[config.mk]
export PLATFORM = sky130hd
export DESIGN_NAME = audio_mem_arbiter
export DESIGN_NICKNAME = d
export VERILOG_FILES = /design/src/rtl/audio_mem_arbiter.sv
export SDC_FILE = /design/constraint.sdc
export NUM_CORES = 1
export LEC_CHECK = 0
export CORE_AREA = 2 2 103 105
export CTS_BUF_LIST = sky130_fd_sc_hd__clkbuf_16
export CTS_CLUSTER_DIAMETER = 60
export DETAILED_ROUTE_END_ITERATION = 8
export DIE_AREA = 0 0 105 107
export PLACE_DENSITY_LB_ADDON = 0.15
export SKIP_CTS_REPAIR_TIMING = 1
export SYNTH_ARGS = -nofsm -noshare
export SYNTH_HDL_FRONTEND = slang
export SYNTH_SLANG_ARGS = --single-unit
[constraint.sdc]
create_clock -name clk -period 1.8 [get_ports clk]
set_input_delay 0.27 -clock clk [delete_from_list [all_inputs] [get_ports clk]]
set_output_delay 0.27 -clock clk [all_outputs]
set_load 0.005 [all_outputs]
[src/rtl/audio_mem_arbiter.sv]
`default_nettype none
// ============================================================================
// Module   : audio_mem_arbiter
// Brief    : Two-port arbiter for the single-port 32-bit program/sample RAM.
//            Port 0 is the Nios II data master and port 1 is the audio sample
//            DMA. The DMA has priority, and a run counter bounds how long the
//            CPU can be held off. Read responses are tagged with the issuing
//            port and return one cycle after acceptance.
// Options  : `define AUDIO_MEM_ARB_RANGE_CHECK_EN to block RAM access for
//            addresses >= DEPTH. Such reads still complete, returning zero.
// Revision : 1.0 - initial release
// ============================================================================
module audio_mem_arbiter #(
    parameter int ADDR_W      = 17,
    parameter int DEPTH       = 80000,
    parameter int DMA_RUN_MAX = 4
) (
    input  logic              clk,
    input  logic              reset,
    // Port 0: CPU data master
    input  logic [ADDR_W-1:0] m0_address,
    input  logic [3:0]        m0_byteenable,
    input  logic              m0_read,
    input  logic              m0_write,
    input  logic [31:0]       m0_writedata,
    output logic              m0_waitrequest,
    output logic [31:0]       m0_readdata,
    output logic              m0_readdatavalid,
    // Port 1: audio sample DMA
    input  logic [ADDR_W-1:0] m1_address,
    input  logic [3:0]        m1_byteenable,
    input  logic              m1_read,
    input  logic              m1_write,
    input  logic [31:0]       m1_writedata,
    output logic              m1_waitrequest,
    output logic [31:0]       m1_readdata,
    output logic              m1_readdatavalid,
    // RAM side
    output logic [ADDR_W-1:0] mem_address,
    output logic [3:0]        mem_byteenable,
    output logic              mem_chipselect,
    output logic              mem_write,
    output logic [31:0]       mem_writedata,
    input  logic [31:0]       mem_readdata
);

    localparam logic [3:0] c_RUN_MAX = 4'(DMA_RUN_MAX);

    // Registered state
    logic [3:0]        r_run_cnt;
    logic [ADDR_W-1:0] r_last_addr;
    logic              r_rd_pend;
    logic              r_rd_port;

    // Combinational grant and mux results
    logic              w_m0_req;
    logic              w_m1_req;
    logic              w_gnt_dma;
    logic              w_gnt_cpu;
    logic              w_gnt_any;
    logic              w_gnt_rd;
    logic [ADDR_W-1:0] w_sel_addr;
    logic              w_sel_read;
    logic              w_sel_write;
    logic              w_in_range;
    logic [31:0]       w_rd_data;

    // Arbitration: DMA wins unless the CPU has already waited DMA_RUN_MAX grants
    always_comb begin
        w_m0_req    = m0_read | m0_write;
        w_m1_req    = m1_read | m1_write;
        w_gnt_dma   = !reset && w_m1_req && (!w_m0_req || (r_run_cnt != c_RUN_MAX));
        w_gnt_cpu   = !reset && w_m0_req && !w_gnt_dma;
        w_gnt_any   = w_gnt_dma | w_gnt_cpu;
        w_sel_addr  = w_gnt_dma ? m1_address : m0_address;
        w_sel_read  = w_gnt_dma ? m1_read    : m0_read;
        w_sel_write = w_gnt_dma ? m1_write   : m0_write;
        // Write wins when both strobes are high, so a read needs write low
        w_gnt_rd    = w_gnt_any && w_sel_read && !w_sel_write;
    end

`ifdef AUDIO_MEM_ARB_RANGE_CHECK_EN
    logic r_rd_zero;

    // Range qualifier: zero-extend so the compare is safe for any ADDR_W
    always_comb begin
        w_in_range = (64'(w_sel_addr) < 64'(DEPTH));
    end

    // Remember whether the outstanding read was out of range so it returns zero
    always_ff @(posedge clk) begin
        if (reset) begin
            r_rd_zero <= 1'b0;
        end else begin
            r_rd_zero <= w_gnt_rd && !w_in_range;
        end
    end

    // Out-of-range reads never touched the RAM, so their data is forced to zero
    always_comb begin
        w_rd_data = r_rd_zero ? 32'h0 : mem_readdata;
    end
`else
    // Without range checking every granted address reaches the RAM
    always_comb begin
        w_in_range = 1'b1;
        w_rd_data  = mem_readdata;
    end
`endif

    // RAM command: address holds its last value on idle cycles
    always_comb begin
        mem_chipselect = w_gnt_any && w_in_range;
        mem_write      = mem_chipselect && w_sel_write;
        mem_address    = w_gnt_any ? w_sel_addr : r_last_addr;
        mem_byteenable = w_gnt_dma ? m1_byteenable : m0_byteenable;
        mem_writedata  = w_gnt_dma ? m1_writedata  : m0_writedata;
    end

    // Port handshake and tagged read response
    always_comb begin
        m0_waitrequest   = reset || (w_m0_req && !w_gnt_cpu);
        m1_waitrequest   = reset || (w_m1_req && !w_gnt_dma);
        m0_readdatavalid = r_rd_pend && !r_rd_port;
        m1_readdatavalid = r_rd_pend &&  r_rd_port;
        m0_readdata      = w_rd_data;
        m1_readdata      = w_rd_data;
    end

    // DMA run counter: counts DMA grants that held off a waiting CPU
    always_ff @(posedge clk) begin
        if (reset) begin
            r_run_cnt <= 4'd0;
        end else if (!w_m0_req || w_gnt_cpu) begin
            r_run_cnt <= 4'd0;
        end else if (w_gnt_dma && (r_run_cnt != c_RUN_MAX)) begin
            r_run_cnt <= r_run_cnt + 4'd1;
        end
    end

    // Last granted address, replayed on idle cycles
    always_ff @(posedge clk) begin
        if (reset) begin
            r_last_addr <= '0;
        end else if (w_gnt_any) begin
            r_last_addr <= w_sel_addr;
        end
    end

    // Read tag pipeline: one-cycle pending flag plus the issuing port index
    always_ff @(posedge clk) begin
        if (reset) begin
            r_rd_pend <= 1'b0;
            r_rd_port <= 1'b0;
        end else begin
            r_rd_pend <= w_gnt_rd;
            if (w_gnt_rd) begin
                r_rd_port <= w_gnt_dma;
            end
        end
    end

endmodule
`default_nettype wire

==> After elaboration in Yosys (flattened, before gate mapping) <==
Index checks and enable logic that the tools add are counted.
{ "totals": {"mem_bits_ro": 0, "ram_bits": 0, "latch_bits": 0, "memories": 0, "output_inout_bits": 123, "register_bits": 23, "word_cells": 38, "in_bits": 144} }
{ "op_classes": {"order_cmp": 0, "add_sub_neg": 1, "shift": 0, "muxes": 6, "n_div": 0, "n_reduce_logical": 23, "n_eq_ne": 1, "mul": 0, "n_bitwise": 3} }
{ "op_table": {"columns": ["op", "n"], "rows": [
  ["2-to-1 mux 17 bit", 2],
  ["2-to-1 mux 32 bit", 1],
  ["logical AND 1 bit", 12],
  ["zero test 1 bit", 6],
  ["adder 4 x 1 -> 4 bit (second input constant)", 1],
  ["logical OR 1 bit", 4],
  ["2-to-1 mux 4 bit", 1],
  ["inequality test 4 x 3 -> 1 bit (second input constant)", 1],
  ["bitwise OR 1 bit", 3],
  ["2-to-1 mux 1 bit", 2],
  ["OR reduction 2 bit", 1]
]} }

==> Longest topological paths before layout <==
Gate-level depths: netlist (run 1).
{ "logic_depth": {"word_depth": 9, "ltp_mapped": 8} }

==> Worst setup path before layout (run 1) <==
OpenSTA, ideal clock, no wires.
{ "synth_timing": {"path_kind": "reg2out", "from": "register r_run_cnt[0]", "to": "output port mem_address[10]", "path_buffers": 1, "required_time_ps": 1530, "setup_slack_ps": 3, "arrival_time_ps": 1527, "path_stages_with_launch": 8, "path_cell_list": "dfxtp_1 -> inv_1 -> ha_1 -> and3b_4 -> o211a_1 -> buf_2 -> a222oi_1 -> inv_1"} }
{ "synth_between": {"elab_chain_cells": 7, "elab_cells_between_ends": 8, "cone_classes": "eq/ne (1); mux (2); bitwise (1); reduce/logical (4)"} }
{ "synth_lines": {"columns": ["element", "line_no", "rtl"], "rows": [
  ["start, declared", "50", "logic [3:0] r_run_cnt;"],
  ["start signal, assigned", "137", "r_run_cnt <= r_run_cnt + 4'd1;"],
  ["inequality test 4 x 3 -> 1 bit *", "72", "w_gnt_dma = !reset && w_m1_req && (!w_m0_req || (r_run_cnt != c_RUN_MAX));"],
  ["logical OR 1 bit *", "72", null],
  ["logical AND 1 bit *", "72", null],
  ["zero test 1 bit", "73", "w_gnt_cpu = !reset && w_m0_req && !w_gnt_dma;"],
  ["logical AND 1 bit", "73", null],
  ["bitwise OR 1 bit", "74", "w_gnt_any = w_gnt_dma | w_gnt_cpu;"],
  ["2-to-1 mux 17 bit *", null, null],
  ["end, declared", "39", "output logic [ADDR_W-1:0] mem_address,"]
]} }
Every way passes the cells marked *; elsewhere a longest branch is shown, timed or not.

==> Worst setup path in the final report (run 1) <==
{ "layout_timing": {"from": "register r_run_cnt[1]", "to": "output port mem_writedata[23]"} }
{ "layout_between": {"elab_chain_cells": 4} }
{ "layout_lines": {"columns": ["element", "line_no", "rtl"], "rows": [
  ["inequality test 4 x 3 -> 1 bit", "72", null],
  ["logical OR 1 bit", "72", null],
  ["logical AND 1 bit", "72", null],
  ["2-to-1 mux 32 bit", "117", "mem_writedata = w_gnt_dma ? m1_writedata : m0_writedata;"],
  ["end, declared", "43", "output logic [31:0] mem_writedata,"]
]} }
No other way between the ends.

==> summary.md, run 1 <==
| Metric | Value |
|---|---|
| Status | `finished, violations left` |
| Failing checks | `negative setup slack` |
| Fin area | `between 0.004 and 0.005 sq mm` |
| Commonest non-fill, non-tap cells in the layout | `clkdlybuf4s50_1, nand2_1, buf_4` |
| Length in cells of the worst reg-to-reg path | `10` |
| Layout cell share with drive strength beyond 1 | `between 30% and 40%` |
| Critical R2R Launch | `r_run_cnt[1]$_SDFFE_PP0P_` |
| Placed inst area | `about 0.0038 sq mm` |
| Vias in the first global route | `~2500` |
| Setup crit start | `r_run_cnt[1]$_SDFFE_PP0P_` |
| Worst min-delay path startpoint | `reset` |
| # nets final | `around 650` |
| Total nets after synthesis | `about 460` |
| Final hold vios | `0` |
| Clock insertion delay at the later pin of the skew report | `260 ps` |
| HPWL after detailed placement | `7253 um` |
| CTS root buf | `clkbuf_16` |
| Port bufs | `170` |
| Final period util | `130.3%` |
| Worst Tran Pin Value | `384.6 ps` |
| Worst Path Max Fanout | `8` |
| Worst setup endpoint | `mem_writedata[23]` |
| Peak supply drop | `between 0.0003 and 0.0004 V` |
| R2R Setup Slk | `-80 ps` |
| Drt first pass iters | `6` |
| Area growth syn-to-layout | `102.0%` |
| Max-cap violations | `0` |
| RR Endpoint | `r_last_addr[10]$_SDFF_PP0_` |
| FMAX | `between 400 and 500 MHz` |
| Power Density | `475.0 mW/mm^2` |
| Mapped Area | `0.002103 sq mm` |
| Vias per cell | `roughly 4.2` |
| DIE WIDTH | `about 110 um` |
| Setup crit start kind | `flop` |
| Via count | `2655` |
| Final worst setup slack | `-545.3 ps` |
| Fin. max-slew vios | `0` |
| CP endpoint kind | `primary output` |
| CORE AREA | `about 0.010 sq mm` |
| Ys Warns | `0` |
| Most common cell after layout, fill and taps aside | `clkdlybuf4s50_1` |
| Post-Route WL | `between 9000 and 10000 um` |
| Total CTS buffers | `3` |
| Initial antenna violation count | `0` |
| Die H | `107 um` |
| Clock Skews | `around 4.7 ps` |
| Aggregate global routing overflow | `0` |
| RSZ-0062 raised after global routing | `yes` |
| Worst setup path class | `reg2out` |
| ANT nets after route | `0` |
| Hold WS | `around 410 ps` |
| Placed instance count | `589` |
| Non-filler cells, final | `roughly 640` |
| Setup violators final | `59` |
| Die area | `0.01124 sq mm` |
| Iter 0 DRT Violations | `between 100 and 150` |
| First-pass GRT wire length | `between 10000 and 15000 um` |
| CP Data Required Time | `between 1500 and 2000 ps` |
| Core Rows | `37` |
| DRC viols | `0` |
| GPL Wtd Cong | `0.7862` |
| Synth Register Bits | `23` |
| Post-Syn Instances | `between 300 and 400` |
| Crit path DAT | `about 2100 ps` |
| Yosys cell types | `32` |
| Worst hold-check path type | `in2reg` |
| Post-place setup slack | `-750.8 ps` |
| TritonCTS clock tree | `built` |
| Minimum clock period | `~2300 ps` |
| Syn Area/Cell | `~6.7 sq um` |
| Worst slew margin | `approximately three quarters` |
| Clk slew on worst S/H paths | `roughly 60 ps` |
| Post-synthesis sequential area ratio | `21.89%` |
| # clock sinks | `23` |
| All-Layer GR Usage | `approximately 15%` |
| Drt wl/cell | `15.26 um` |
| H-tree depth | `1` |
| Clk buf depth | `2` |
| Initial Util | `20.84%` |
| Largest net degree at the start of global routing | `20` |
| Ant. Diodes | `0` |
| Leakage power | `2.141 nW` |
| Ports | `~270` |
## cells by family after synthesis
group	share of synthesized area, %
simple gates	30.76
fa+ha+maj	1.190
flops	21.89
buf+inv	29.45
compound gates	15.88
xor+xnor	0.8330
## Yosys cell counts
cell type	instances	share of area, %
a21o_1	1	0.36
a21oi_1	3	0.71
a21oi_4	1	0.77
a222oi_1	10	4.8
a311oi_2	7	5.0
a31oi_1	7	2.1
and2_1	1	0.30
and3b_4	1	0.59
buf_1	1	0.18
buf_2	3	0.71
buf_4	68	24
buf_6	1	0.54
clkbuf_1	6	1.1
dfxtp_1	23	22
ha_1	2	1.2
inv_1	14	2.5
inv_2	1	0.18
nand2_1	120	21
nand2_2	7	2.1
nand3_1	1	0.24
nand3b_1	2	0.71
nand4_1	1	0.30
nor2_1	23	4.1
nor2b_1	2	0.59
o211a_1	1	0.48
o21ai_0	2	0.48
o21ai_2	1	0.42
o21ba_2	1	0.48
o21bai_1	1	0.36
or2_4	1	0.42
xnor2_1	1	0.42
xor2_1	1	0.42
## how the worst min path moves through the flow
stage / endpoint / cells after the start / slack (ps)
after detailed placement: r_rd_port$_SDFFE_PP0P_ / 2 / 470
after floorplan: r_run_cnt[0]$_SDFFE_PP0P_ / 1 / 430
after global placement: r_rd_port$_SDFFE_PP0P_ / 2 / 460
after global routing: r_rd_pend$_SDFF_PP0_ / 3 / 430
after CTS: r_rd_port$_SDFFE_PP0P_ / 2 / 480
final: r_rd_pend$_SDFF_PP0_ / 3 / 410
## critical path, cell delays in order, from the launching register on
cell,delay [ps]
dfxtp_2,320
inv_2,60
ha_4,130
and3b_4,230
a21oi_4,70
buf_4,140
buf_6,110
buf_4,130
buf_12,130
buf_8,130
buf_4,130
nand2_1,50
nand2_1,50
buf_2,140
## final cells by class
class	instances	area [sq um]
clock inverter	1	5.005
clock buffer	3	75.07
timing repair buffer	261	2328
multi-input combinational	199	1150
inverter	15	56.30
sequential	23	462.9
tap	136	170.2
fill	1102	5844
## layer usage
layer	global-route usage (%)	wire, um	share of wire [%]	vias up
met4	4.000	130	1.3	0
met5	0	0	0	-
met2	25.60	5009	51	149
met1	16.28	3534	36	1165
met3	6.565	1063	11	12
li1	-	-	-	1329
## state kept, by name, summed over array words and instances, names as in the netlist
signal and count:
r_last_addr 17, r_run_cnt 4, r_rd_port 1, r_rd_pend 1
## report_power, final
| part | total (mW) | switching (mW) | internal (mW) |
|---|---|---|---|
| sequential | 0.553 | 0.0111 | 0.542 |
| clock | 0.497 | 0.198 | 0.299 |
| combinational | 0.967 | 0.370 | 0.597 |
## per-stage QoR
step / TNS, ps / utilization (%) / power (mW)
6_report: -19660 / 42.09 / 2.018
3_5_place_dp: -37370 / 37.75 / 1.466
4_1_cts: -38240 / 38.54 / 1.974
5_1_grt: -24820 / 42.09 / 2.126
3_3_place_gp: -35740 / 37.75 / 1.466
2_1_floorplan: 0 / - / 0.9445
(Power assumes the default switching activity.)
==> run 2, diff against run 1 <==
- CTS_CLUSTER_DIAMETER: 60 -> 150
==> results of run 2 <==
The final DEF is identical to that of run 1; final timing and power are the same.
==> run 3, diff against run 2 <==
- clock period: 1.8 -> 1.9 ns (I/O delays scaled with it)
==> summary.md, run 3 (synthesis gave the netlist of run 1 again) <==
| Metric | Value |
|---|---|
| Status | `finished, violations left` |
| Failing checks | `negative setup slack` |
| Drt first pass iters | `4 (-2)` |
| Ant. Diodes | `0 (unchanged)` |
| Top Registers | `r_last_addr (17), r_run_cnt (4)` |
| Clk buf depth | `2 (unchanged)` |
| Vias per cell | `4.134 (-0.66%)` |
| Max reg flops | `17 (unchanged)` |
| Worst setup path class | `reg2out` |
| Fin area | `0.004328 sq mm (+1.9%)` |
| Initial antenna violation count | `0 (unchanged)` |
| Layout cell share with drive strength beyond 1 | `43.96% (+5.5 points)` |
| Peak supply drop | `0.0002517 V (-20%)` |
| CORE AREA | `0.01009 sq mm (unchanged)` |
| All-Layer GR Usage | `15.02% (+0.31 points)` |
| Length in cells of the worst reg-to-reg path | `10 (unchanged)` |
| Ports | `267 (unchanged)` |
| R2R Setup Slk | `-40 ps (+40 ps)` |
| Post-Route WL | `9588 um (-1.5%)` |
| Setup crit start | `r_run_cnt[1]$_SDFFE_PP0P_` |
| CTS root buf | `clkbuf_16` |
| HPWL after detailed placement | `7230 um (-0.31%)` |
| Design Power | `1.941 mW (-3.8%)` |
| CP Data Required Time | `1620 ps (+90 ps)` |
| TritonCTS clock tree | `built` |
| Via count | `2650 (-0.19%)` |
| Final worst setup slack | `-504.5 ps (+40.86 ps)` |
| Final hold vios | `0 (unchanged)` |
| Largest net degree at the start of global routing | `20 (unchanged)` |
| CP endpoint kind | `primary output` |
| Clk slew on worst S/H paths | `60 ps (about the same)` |
| Area growth syn-to-layout | `105.8%` |
| DRC viols | `0 (unchanged)` |
| Drt wl/cell | `14.96 um (-2.0%)` |
| ANT nets after route | `0 (unchanged)` |
| Power Density | `448.6 mW/mm^2 (-5.6%)` |
| Leakage power | `2.130 nW (-0.53%)` |
| Setup violators final | `56 (-5.1%)` |
| GPL Wtd Cong | `0.7852 (-0.13%)` |
| Most flop-heavy register | `r_last_addr` |
| H-tree depth | `1 (unchanged)` |
| Die area | `0.01124 sq mm (unchanged)` |
| Worst slew margin | `74.14% (-0.22 points)` |
| # clock sinks | `23 (unchanged)` |
| Fin. max-slew vios | `0 (unchanged)` |
| Clock Skews | `3.045 ps (-1.704 ps)` |
| Post-place setup slack | `-683.7 ps (+67.08 ps)` |
| # nets final | `652 (+0.46%)` |
| Worst Path Max Fanout | `7 (-1)` |
| Setup crit start kind | `flop` |
| Minimum clock period | `between 2000 and 2500 ps` |
| Crit path DAT | `2120 ps (+40 ps)` |
| Aggregate global routing overflow | `0 (unchanged)` |
| Final period util | `126.6%` |
| Critical R2R Launch | `r_run_cnt[1]$_SDFFE_PP0P_` |
| Max-cap violations | `0 (unchanged)` |
| DIE WIDTH | `105 um (unchanged)` |
| Placed inst area | `0.003810 sq mm (unchanged)` |
| Worst Tran Pin Value | `388.0 ps (+3.358 ps)` |
| RR Endpoint | `r_last_addr[10]$_SDFF_PP0_` |
| Total CTS buffers | `3 (unchanged)` |
| Vias in the first global route | `2512 (+0.88%)` |
| Setup TNS | `-13370 ps (+6289 ps)` |
| Clock insertion delay at the later pin of the skew report | `260 ps (about the same)` |
| Worst hold-check path type | `in2reg` |
| Most common cell after layout, fill and taps aside | `clkdlybuf4s50_1` |
| Port bufs | `170 (unchanged)` |
| Worst setup endpoint | `mem_address[15]` |
| Commonest non-fill, non-tap cells in the layout | `clkdlybuf4s50_1, nand2_1, buf_4` |
| RSZ-0062 raised after global routing | `yes` |
| Iter 0 DRT Violations | `92 (-11%)` |
| Core Rows | `37 (unchanged)` |
| Hold WS | `368.6 ps (-37.56 ps)` |
| FMAX | `slightly above 400 MHz` |
| Die H | `107 um (unchanged)` |
| Initial Util | `20.84% (unchanged)` |
| First-pass GRT wire length | `13470 um (+1.6%)` |
-- run 3: cell type report --
cell class                 count  area, sq um
clock buffer                   3        75.07
multi-input combinational    198         1230
timing repair buffer         265         2330
fill                        1134         5764
tap                          136        170.2
inverter                      15        56.30
clock inverter                 1        3.754
sequential                    23        462.9
-- run 3: worst min-delay path by stage --
stage	from	end	slack, ps	cells after the start
after floorplan	r_run_cnt[0]$_SDFFE_PP0P_	r_run_cnt[0]$_SDFFE_PP0P_	430	1
after global placement	r_rd_port$_SDFFE_PP0P_	r_rd_port$_SDFFE_PP0P_	460	2
after global routing	reset	r_rd_port$_SDFFE_PP0P_	380	3
after CTS	r_rd_port$_SDFFE_PP0P_	r_rd_port$_SDFFE_PP0P_	480	2
after detailed placement	r_rd_port$_SDFFE_PP0P_	r_rd_port$_SDFFE_PP0P_	470	2
final	reset	r_rd_port$_SDFFE_PP0P_	370	3
-- run 3: critical path: stages (launching register included) --
cell       delay, ps
dfxtp_2          330
inv_2             60
ha_4             130
and3b_4          230
a21oi_4           90
buf_6            130
clkbuf_16        150
buf_4            130
a222oi_1         410
inv_1             80
clkbuf_2         130
-- run 3: power by group --
group | leakage (nW) | switching (mW) | total, mW | internal (mW)
clock | 0.0423 | 0.190 | 0.472 | 0.282
combinational | 1.90 | 0.366 | 0.945 | 0.579
sequential | 0.190 | 0.0105 | 0.524 | 0.514
-- run 3: stage by stage --
stage               std cells  utilization, %
detailed placement        589           37.75
finish                    641           42.88
global placement          589           37.75
global route              641           42.88
floorplan                 315               -
CTS                       593           38.53
-- run 3: metal layers --
layer	vias up	GRT usage [%]	share of wire, %
met5	-	0	0
met4	0	4.476	1.6
met3	16	5.957	10
met2	143	26.53	51
met1	1161	16.61	37
li1	1330	-	-
